File: src/rtl/clock_gate_pkg.sv
// Shared types for the clock-gate enable sequencer: FSM state encoding and stats width.
package clock_gate_pkg;

  typedef enum logic [1:0] {
    OFF       = 2'd0,
    WAKE      = 2'd1,
    ON        = 2'd2,
    IDLE_WAIT = 2'd3
  } state_e;

  localparam int STATS_W = 32;

endpackage

File: src/rtl/clock_gate_ctrl_if.sv
// Requester-side bundle of the clock-gate controller: per-requester req/ack plus gate status.
interface clock_gate_ctrl_if import clock_gate_pkg::*; #(
  parameter int NUM_REQ = 4
);
  logic [NUM_REQ-1:0] i_req;
  logic [NUM_REQ-1:0] o_ack;
  logic               o_clock_en;
  logic               o_busy;
  logic [STATS_W-1:0] o_on_cycles;

  modport master (output i_req, input o_ack, o_clock_en, o_busy, o_on_cycles);
  modport slave  (input i_req, output o_ack, o_clock_en, o_busy, o_on_cycles);
endinterface

File: src/rtl/gate_down_cnt.sv
// Loadable down-counter that parks at zero; used for the wake and idle timers.
module gate_down_cnt #(
  parameter int CNT_W = 8
) (
  input  logic             clk_i,
  input  logic             rst_i,
  input  logic             load_i,
  input  logic [CNT_W-1:0] load_val_i,
  input  logic             dec_i,
  output logic             zero_o
);
  logic [CNT_W-1:0] cnt_q;

  always_ff @(posedge clk_i or posedge rst_i) begin
    if (rst_i)                        cnt_q <= '0;
    else if (load_i)                  cnt_q <= load_val_i;
    else if (dec_i && cnt_q != '0)    cnt_q <= cnt_q - 1'b1;
  end

  assign zero_o = (cnt_q == '0);
endmodule

File: src/rtl/clock_gate_ctrl.sv
// Gated-clock enable sequencer with wake settling and idle hysteresis.
// Define CLOCK_GATE_CTRL_STATS_EN to build the saturating on-cycle counter.
module clock_gate_ctrl import clock_gate_pkg::*; #(
  parameter int NUM_REQ     = 4,
  parameter int WAKE_CYCLES = 2,
  parameter int IDLE_CYCLES = 8,
  parameter int CNT_W       = 8
) (
  input  logic             i_clock,
  input  logic             i_reset,
  clock_gate_ctrl_if.slave bus
);
  localparam logic [CNT_W-1:0] WAKE_LD = CNT_W'((WAKE_CYCLES > 0) ? WAKE_CYCLES - 1 : 0);
  localparam logic [CNT_W-1:0] IDLE_LD = CNT_W'(IDLE_CYCLES - 1);

  if (WAKE_CYCLES < 0 || WAKE_CYCLES >= (1 << CNT_W) ||
      IDLE_CYCLES < 1 || IDLE_CYCLES >= (1 << CNT_W)) begin : g_bad_cfg
    $error("clock_gate_ctrl: WAKE_CYCLES/IDLE_CYCLES do not fit CNT_W");
  end

  state_e             state_q, state_d;
  logic               clock_en_q, busy_q;
  logic [NUM_REQ-1:0] ack_q;
  logic               wake_load, wake_dec, wake_zero;
  logic               idle_load, idle_dec, idle_zero;
  logic               any_req;

  assign any_req = |bus.i_req;

  gate_down_cnt #(.CNT_W(CNT_W)) u_wake_cnt (
    .clk_i(i_clock), .rst_i(i_reset), .load_i(wake_load),
    .load_val_i(WAKE_LD), .dec_i(wake_dec), .zero_o(wake_zero)
  );

  gate_down_cnt #(.CNT_W(CNT_W)) u_idle_cnt (
    .clk_i(i_clock), .rst_i(i_reset), .load_i(idle_load),
    .load_val_i(IDLE_LD), .dec_i(idle_dec), .zero_o(idle_zero)
  );

  always_comb begin
    state_d   = state_q;
    wake_load = 1'b0;
    wake_dec  = 1'b0;
    idle_load = 1'b0;
    idle_dec  = 1'b0;
    case (state_q)
      OFF: if (any_req) begin
        if (WAKE_CYCLES == 0) state_d = ON;
        else begin
          state_d   = WAKE;
          wake_load = 1'b1;
        end
      end
      // Wake completes regardless of requests; ON then falls into idle on its own.
      WAKE: if (wake_zero) state_d = ON;
            else           wake_dec = 1'b1;
      ON: if (!any_req) begin
        state_d   = IDLE_WAIT;
        idle_load = 1'b1;
      end
      // A request on the expiry cycle wins over gating off.
      IDLE_WAIT: if (any_req)        state_d = ON;
                 else if (idle_zero) state_d = OFF;
                 else                idle_dec = 1'b1;
      default: state_d = OFF;
    endcase
  end

  always_ff @(posedge i_clock or posedge i_reset) begin
    if (i_reset) begin
      state_q    <= OFF;
      clock_en_q <= 1'b0;
      busy_q     <= 1'b0;
      ack_q      <= '0;
    end else begin
      state_q    <= state_d;
      clock_en_q <= (state_d != OFF);
      busy_q     <= (state_d != OFF);
      ack_q      <= bus.i_req & {NUM_REQ{state_d == ON}};
    end
  end

  assign bus.o_ack      = ack_q;
  assign bus.o_clock_en = clock_en_q;
  assign bus.o_busy     = busy_q;

`ifdef CLOCK_GATE_CTRL_STATS_EN
  logic [STATS_W-1:0] on_cnt_q;

  always_ff @(posedge i_clock or posedge i_reset) begin
    if (i_reset)                              on_cnt_q <= '0;
    else if (clock_en_q && on_cnt_q != '1)    on_cnt_q <= on_cnt_q + 1'b1;
  end

  assign bus.o_on_cycles = on_cnt_q;
`else
  assign bus.o_on_cycles = '0;
`endif
endmodule

File: src/flat_wrapper.sv
// flat-port wrapper written by rule: the top's interface ports become plain ports
module clock_gate_ctrl_flat import clock_gate_pkg::*;
#(
  parameter int NUM_REQ     = 4,
  parameter int WAKE_CYCLES = 2,
  parameter int IDLE_CYCLES = 8,
  parameter int CNT_W       = 8
)
  (i_clock, i_reset, bus_i_req, bus_o_ack, bus_o_clock_en, bus_o_busy, bus_o_on_cycles);
  clock_gate_ctrl_if #(.NUM_REQ(NUM_REQ)) bus_i ();
  input  logic i_clock;
  input  logic i_reset;
  input wire logic [$bits(bus_i.i_req)-1:0] bus_i_req;
  output wire logic [$bits(bus_i.o_ack)-1:0] bus_o_ack;
  output wire logic [$bits(bus_i.o_clock_en)-1:0] bus_o_clock_en;
  output wire logic [$bits(bus_i.o_busy)-1:0] bus_o_busy;
  output wire logic [$bits(bus_i.o_on_cycles)-1:0] bus_o_on_cycles;
  assign bus_i.i_req = bus_i_req;
  assign bus_o_ack = bus_i.o_ack;
  assign bus_o_clock_en = bus_i.o_clock_en;
  assign bus_o_busy = bus_i.o_busy;
  assign bus_o_on_cycles = bus_i.o_on_cycles;
  clock_gate_ctrl #(.NUM_REQ(NUM_REQ), .WAKE_CYCLES(WAKE_CYCLES), .IDLE_CYCLES(IDLE_CYCLES), .CNT_W(CNT_W)) u_core (.i_clock(i_clock), .i_reset(i_reset), .bus(bus_i));
endmodule
File: config.mk
export PLATFORM = sky130hd
export DESIGN_NAME = clock_gate_ctrl_flat
export DESIGN_NICKNAME = d
export VERILOG_FILES = /design/src/rtl/clock_gate_pkg.sv /design/src/rtl/clock_gate_ctrl_if.sv /design/src/rtl/gate_down_cnt.sv /design/src/rtl/clock_gate_ctrl.sv /design/src/flat_wrapper.sv
export SDC_FILE = /design/constraint.sdc
export NUM_CORES = 1
export LEC_CHECK = 0
export ABC_AREA = 1
export CAP_MARGIN = 40
export CORE_ASPECT_RATIO = 0.6
export CORE_MARGIN = 1.5
export CORE_UTILIZATION = 39
export CTS_BUF_LIST = sky130_fd_sc_hd__clkbuf_8
export DETAILED_ROUTE_END_ITERATION = 7
export GPL_TIMING_DRIVEN = 0
export HOLD_SLACK_MARGIN = 0.05
export PLACE_DENSITY_LB_ADDON = 0.25
export SETUP_SLACK_MARGIN = 0.15
export SLEW_MARGIN = 10
export SYNTH_ARGS = -nofsm -noshare
export SYNTH_HDL_FRONTEND = slang
export SYNTH_HIERARCHICAL = 1
export SYNTH_SLANG_ARGS = --single-unit
File: constraint.sdc
create_clock -name i_clock -period 2.48 [get_ports i_clock]
set_input_delay 0.744 -clock i_clock [delete_from_list [all_inputs] [get_ports i_clock]]
set_output_delay 0.744 -clock i_clock [all_outputs]
set_load 0.01 [all_outputs]
==> impl_metrics.py, run 1 <==
metrics = {
    "timing": {
        "setup_viol": 0,
        "fin_crit_sh_pct": 83.4,
        "hold_viol_final": 0,
        "clock_skew_ps": 1.99,
        "clock.fmax_mhz": 484,
        "slew_violations": 0,
        "rsz0062_at_grt": "no",
        "worst_slack_ps": 412,
        "fin_crit_ps": 2070,
        "tns_ps": 0,
        "holdWs_ps": 585,
    },
    "layout": {
        "fill_cells": 453,
        "drive_above_1_share_pct": 24.1,
        "layout_common_cells": "63 x nand2_1, 48 x conb_1, 33 x buf_4",
        "regArea_um2": 576,
        "final_nets": 330,
        "syn2layout_area_growth_pct": 21.7,
        "final_common_cell": "nand2_1",
        "diodes": 0,
        "multiInputGateArea_mm2": 0.00110,
    },
    "grt": {
        "grt_max_degree": 15,
        "grt_usage_pct": 14.1,
        "grt_overflow_total": 0,
        "grt_pass1_wl_mm": 5.76,
        "grt_antenna_before_repair": 0,
        "grt_pass1_vias": 1207,
    },
    "worst_setup_path": {
        "reg2reg_slack_ps": 610,
        "end_kind": "register",
        "r2r-start": "u_core/u_idle_cnt/cnt_q[0]",
        "cp.arrival_ps": 2240,
        "critPathLaunch": "bus_i_req[2]",
        "reg2reg_to": "u_core/u_idle_cnt/cnt_q[3]",
        "crit_type": "input port to register",
        "cp.required_ps": 2650,
        "endpoint": "u_core/u_idle_cnt/cnt_q[1]",
        "path_max_fanout": 10,
        "r2r_cells": 11,
        "start_kind": "input port",
    },
    "status": {
        "outcome": "complete, no violations",
    },
    "route": {
        "drc": 0,
        "routed_via_density": 3.99,
        "wl_per_cell_um": 9.03,
        "final_antenna_net_count": 0,
        "vias": 1525,
        "drt-total-wl_mm": 3.45,
        "first_iter_violations": 103,
        "drt_pass1_iterations": 4,
    },
    "floorplan": {
        "die_h_um": 56.9,
        "initial_core_util_pct": 41.0,
        "design.die.area_mm2": 0.00528,
        "die_w_um": 92.9,
        "boundaryPins": 44,
        "core_area_mm2": 0.00461,
        "rows": 19,
    },
    "pwr": {
        "cellLeakagePower_nw": 1.22,
        "ir_drop_mv": 0.339,
        "powerDensity_mw_per_mm2": 747,
    },
    "clock_network": {
        "clkSinkCount": 23,
        "cts_root_buffer": "clkbuf_8",
        "clockBufferDepth": 2,
        "cts_made_buffers": 3,
        "htree_levels": 1,
        "hold_buffers": 0,
        "cts_tree": "yes",
        "cts_setup_buffers": 0,
        "clk_pin_slew_ps": 90,
        "insertion_delay_ps": 270,
        "post_cts_resized": 0,
    },
    "synth": {
        "yosysWarningCount": 6,
        "postSynthAreaPerCell_um2": 7.32,
        "netlist_area_mm2": 0.00189,
        "synthCells": 258,
        "ys_seq_area_share_pct": 30.5,
        "synthDistinctLibCells": 26,
        "ys_ff_latch": 23,
    },
    "place": {
        "gp_congestion": 0.804,
        "io_buffers": 11,
        "dp_hpwl_mm": 2.72,
        "place_ws_ps": 99.9,
    },
    "run": {
        "drv_cap": 0,
    },
    "min_path": {
        "hold_class": "register to register",
    },
}
[cell usage after synthesis]
cell type / count / area [um^2]
o21ai_2: 6 / 52.6
nand2_2: 2 / 12.5
a21oi_1: 1 / 5.00
nand3_4: 1 / 17.5
dfrtp_1: 23 / 576
ha_1: 4 / 50.1
nand3_2: 2 / 20.0
nor2_1: 14 / 52.6
nor2_2: 9 / 56.3
or2_2: 2 / 12.5
o21ai_0: 8 / 40.0
nand2_4: 4 / 45.0
nand3_1: 31 / 155
o21ai_4: 2 / 32.5
buf_2: 2 / 10.0
inv_1: 28 / 105
conb_1: 2 / 7.51
nand2_1: 63 / 236
inv_2: 4 / 15.0
nand4_1: 2 / 12.5
nor2_4: 6 / 67.6
xnor2_1: 4 / 35.0
buf_4: 33 / 248
nand3b_1: 1 / 7.51
clkbuf_1: 2 / 7.51
nor3_1: 2 / 10.0
[state kept, by name (all words and copies together) (netlist names)]
| name | flops |
|---|---|
| u_core/bus.o_busy | 1 |
| u_core/bus.o_ack | 4 |
| u_core/u_idle_cnt/cnt_q | 8 |
| u_core/state_q | 2 |
| u_core/u_wake_cnt/cnt_q | 8 |
[area by class of cell]
cell class / instances / share of cell area, %
clock inverters: 1 / 0.326
plain buffers: 37 / 11.5
well taps: 63 / 3.43
clock buffers: 3 / 1.80
repair buffers: 11 / 4.79
inverters: 32 / 5.22
multi-input cells: 212 / 47.9
flip-flops and latches: 23 / 25.0
[worst max-delay path: stages]
cell             delay, ps
clkdlybuf4s50_1        440
nor2_2                 180
nand3_1                110
inv_1                  100
clkbuf_1               360
o21ai_0                160
nand2_1                100
o21ai_2                 50
[logic make-up after synthesis]
group                      synth area share [%]
buffers and inverters                      20.4
other                                     0.397
DFF                                        30.5
and+or+nand+nor                            37.4
adders and majority gates                  2.65
xor gates and xnor gates                   1.85
AOI/OAI and AO/OA                          6.89
[through the flow]
step	instances	cell area (um^2)	power, mW	utilization, %
global placement	378	2250	1.45	48.8
detailed placement	378	2250	1.47	48.8
global route	382	2300	1.90	49.9
finish	382	2300	1.72	49.9
CTS	382	2300	1.73	49.9
floorplan	304	2060	1.32	-
[worst min path at each step]
stage                                from                    endpoint  slack, ps  cells past startpoint
5_1_grt        u_core/u_wake_cnt/cnt_q[1]  u_core/u_wake_cnt/cnt_q[1]        610                      2
3_3_place_gp   u_core/u_idle_cnt/cnt_q[1]  u_core/u_idle_cnt/cnt_q[1]        550                      2
2_1_floorplan  u_core/u_idle_cnt/cnt_q[7]  u_core/u_idle_cnt/cnt_q[7]        530                      2
3_5_place_dp   u_core/u_idle_cnt/cnt_q[1]  u_core/u_idle_cnt/cnt_q[1]        570                      2
6_report       u_core/u_wake_cnt/cnt_q[1]  u_core/u_wake_cnt/cnt_q[1]        580                      2
4_1_cts        u_core/u_idle_cnt/cnt_q[1]  u_core/u_idle_cnt/cnt_q[1]        590                      2
[metal layers]
| layer | vias to the layer above | global-route usage [%] | share of wire (%) |
|---|---|---|---|
| li1 | 846 | - | - |
| met1 | 620 | 23.0 | 58 |
| met2 | 54 | 17.2 | 34 |
| met3 | 5 | 3.39 | 6.7 |
| met4 | 0 | 4.55 | 1.3 |
| met5 | - | 0 | 0 |
[where the power goes]
group / total [mW] / switching (mW) / internal (mW)
Sequential: 0.632 / 0.149 / 0.483
Clock: 0.249 / 0.135 / 0.114
Combinational: 0.837 / 0.484 / 0.354
(Power assumes the default switching activity.)
==> run 2, diff against run 1 <==
==> constraint.sdc (replaced) <==
create_clock -name i_clock -period 2 [get_ports i_clock]
set_input_delay 0.6 -clock i_clock [delete_from_list [all_inputs] [get_ports i_clock]]
set_output_delay 0.6 -clock i_clock [all_outputs]
set_load 0.01 [all_outputs]
==> impl_metrics.py, run 2 (synthesized netlist as in run 1, its figures left out) <==
metrics = {
    "worst_setup_path": {
        "reg2reg_slack_ps": 280,
        "crit_slowest_cell": "clkdlybuf4s50_1",
        "worst-path-buf-inv": 1,
        "end_kind": "output pin",
        "critPathMaxStageDelay_ps": 540,
        "critPathTopFamily": "buffers and inverters",
        "cp.arrival_ps": 1190,
        "path_max_fanout": 2,
        "r2r_cells": 9,
        "crit_type": "register to output pin",
        "r2r-start": "u_core/u_wake_cnt/cnt_q[0]",
        "path_cells": "clkdlybuf4s50_1",
        "cp.required_ps": 1400,
        "reg2reg_to": "u_core/u_wake_cnt/cnt_q[7]",
        "start_kind": "register",
    },
    "route": {
        "first_iter_violations": 100,
        "final_antenna_net_count": 0,
        "drt-total-wl_mm": 3.54,
        "drt_pass1_iterations": 4,
        "drc": 0,
        "routed_via_density": 4.01,
        "vias": 1540,
        "wl_per_cell_um": 9.21,
    },
    "run": {
        "drv_cap": 0,
    },
    "layout": {
        "syn2layout_area_growth_pct": 25.6,
        "final_nets": 332,
        "diodes": 0,
        "drive_above_1_share_pct": 27.4,
        "layout_common_cells": "62 x nand2_1, 48 x conb_1, 34 x buf_4",
        "final_common_cell": "nand2_1",
    },
    "clock_network": {
        "htree_levels": 1,
        "cts_made_buffers": 3,
        "insertion_delay_ps": 270,
        "clk_pin_slew_ps": 90,
        "hold_buffers": 0,
        "cts_root_buffer": "clkbuf_8",
        "clkSinkCount": 23,
        "cts_tree": "yes",
        "clockBufferDepth": 2,
    },
    "timing": {
        "clock.fmax_mhz": 560,
        "holdWs_ps": 585,
        "rsz0062_at_grt": "yes",
        "fin_crit_sh_pct": 89.3,
        "hold_viol_final": 0,
        "setup_viol": 0,
        "slew_violations": 0,
        "fin_crit_ps": 1790,
        "clock_skew_ps": 2.18,
    },
    "grt": {
        "grt_usage_pct": 14.1,
        "grt_pass1_vias": 1211,
        "grt_pass1_wl_mm": 5.78,
        "grt_antenna_before_repair": 0,
        "grt_overflow_total": 0,
        "grt_max_degree": 15,
    },
    "pwr": {
        "powerDensity_mw_per_mm2": 923,
        "switching_share_pct": 45.4,
        "pwr-share-seq_pct": 35.9,
        "p_total_mw": 2.19,
        "p_int_mw": 1.20,
        "p_clk_share_pct": 14.2,
        "p_sw_mw": 0.995,
        "cellLeakagePower_nw": 1.24,
        "ir_drop_mv": 0.433,
        "combinationalPowerShare_pct": 49.9,
    },
    "place": {
        "gp_congestion": 0.804,
        "io_buffers": 11,
        "dp_hpwl_mm": 2.72,
    },
    "floorplan": {
        "core_area_mm2": 0.00461,
        "die_h_um": 56.9,
        "die_w_um": 92.9,
        "design.die.area_mm2": 0.00528,
        "boundaryPins": 44,
        "rows": 19,
        "initial_core_util_pct": 41.0,
    },
    "min_path": {
        "hold_class": "register to register",
        "min_to": "u_core/u_wake_cnt/cnt_q[1]",
        "hp-start": "u_core/u_wake_cnt/cnt_q[1]",
        "whs_path_depth": 2,
    },
    "status": {
        "outcome": "complete, no violations",
    },
}
-- run 2: repair_timing --
action / CTS / global route
gates cloned: 0 / 1
endpoints found under the setup margin: 11 / 20
pin swaps: 0 / 4
gates resized for setup: 4 / 20
buffers inserted: 0 / 1
-- run 2: per-stage QoR --
| step | cells | util [%] | TNS (ps) | worst slack [ps] | cell area [um^2] |
|---|---|---|---|---|---|
| 2_1_floorplan | 304 | - | 0 | 348 | 2060 |
| 6_report | 384 | 51.4 | 0 | 215 | 2370 |
| 3_5_place_dp | 378 | 48.8 | -2240 | -236 | 2250 |
| 5_1_grt | 384 | 51.4 | 0 | 130 | 2370 |
| 3_3_place_gp | 378 | 48.8 | -1900 | -208 | 2250 |
| 4_1_cts | 382 | 50.0 | 0 | 148 | 2310 |
-- run 2: final cells by class --
class	count	area [um^2]
fill	446	2240
timing repair buffer	13	121
inverter	32	120
clock inverter	1	7.51
sequential	23	576
tap	63	78.8
clock buffer	3	41.3
multi-input combinational	212	1150
buffer	37	279
-- run 2: worst max-delay path by stage --
stage,slack (ps),end,depth (start not counted),startpoint
2_1_floorplan,350,u_core/u_idle_cnt/cnt_q[3],11,u_core/u_idle_cnt/cnt_q[0]
3_3_place_gp,-210,u_core/u_idle_cnt/cnt_q[1],8,bus_i_req[2]
3_5_place_dp,-240,u_core/u_idle_cnt/cnt_q[1],8,bus_i_req[2]
4_1_cts,150,u_core/u_wake_cnt/cnt_q[4],10,bus_i_req[3]
5_1_grt,130,u_core/u_wake_cnt/cnt_q[7],9,u_core/u_wake_cnt/cnt_q[0]
6_report,210,bus_o_busy,1,u_core/bus.o_busy
-- run 2: per-layer routing --
layer  track usage [%]  wire, um
met1              23.0      2020
met2              17.3      1230
met3              3.39       243
met4              4.55        46
met5                 0         0
-- run 2: power groups by stage --
stage / combinational [mW] / clock (mW) / sequential (mW)
finish: 1.09 / 0.310 / 0.786
detailed placement: 1.04 / 0 / 0.786
global route: 1.26 / 0.346 / 0.804
CTS: 1.04 / 0.322 / 0.780
global placement: 1.02 / 0 / 0.784
floorplan: 0.885 / 0 / 0.748
-- run 2: worst reg2reg max path: stages (launching register included) --
cell,delay [ps]
dfrtp_1,350
inv_1,110
ha_1,240
nand2_1,200
nor2_4,80
nor2_4,200
inv_1,60
nor3_1,270
nand2_1,90
nand3_1,70
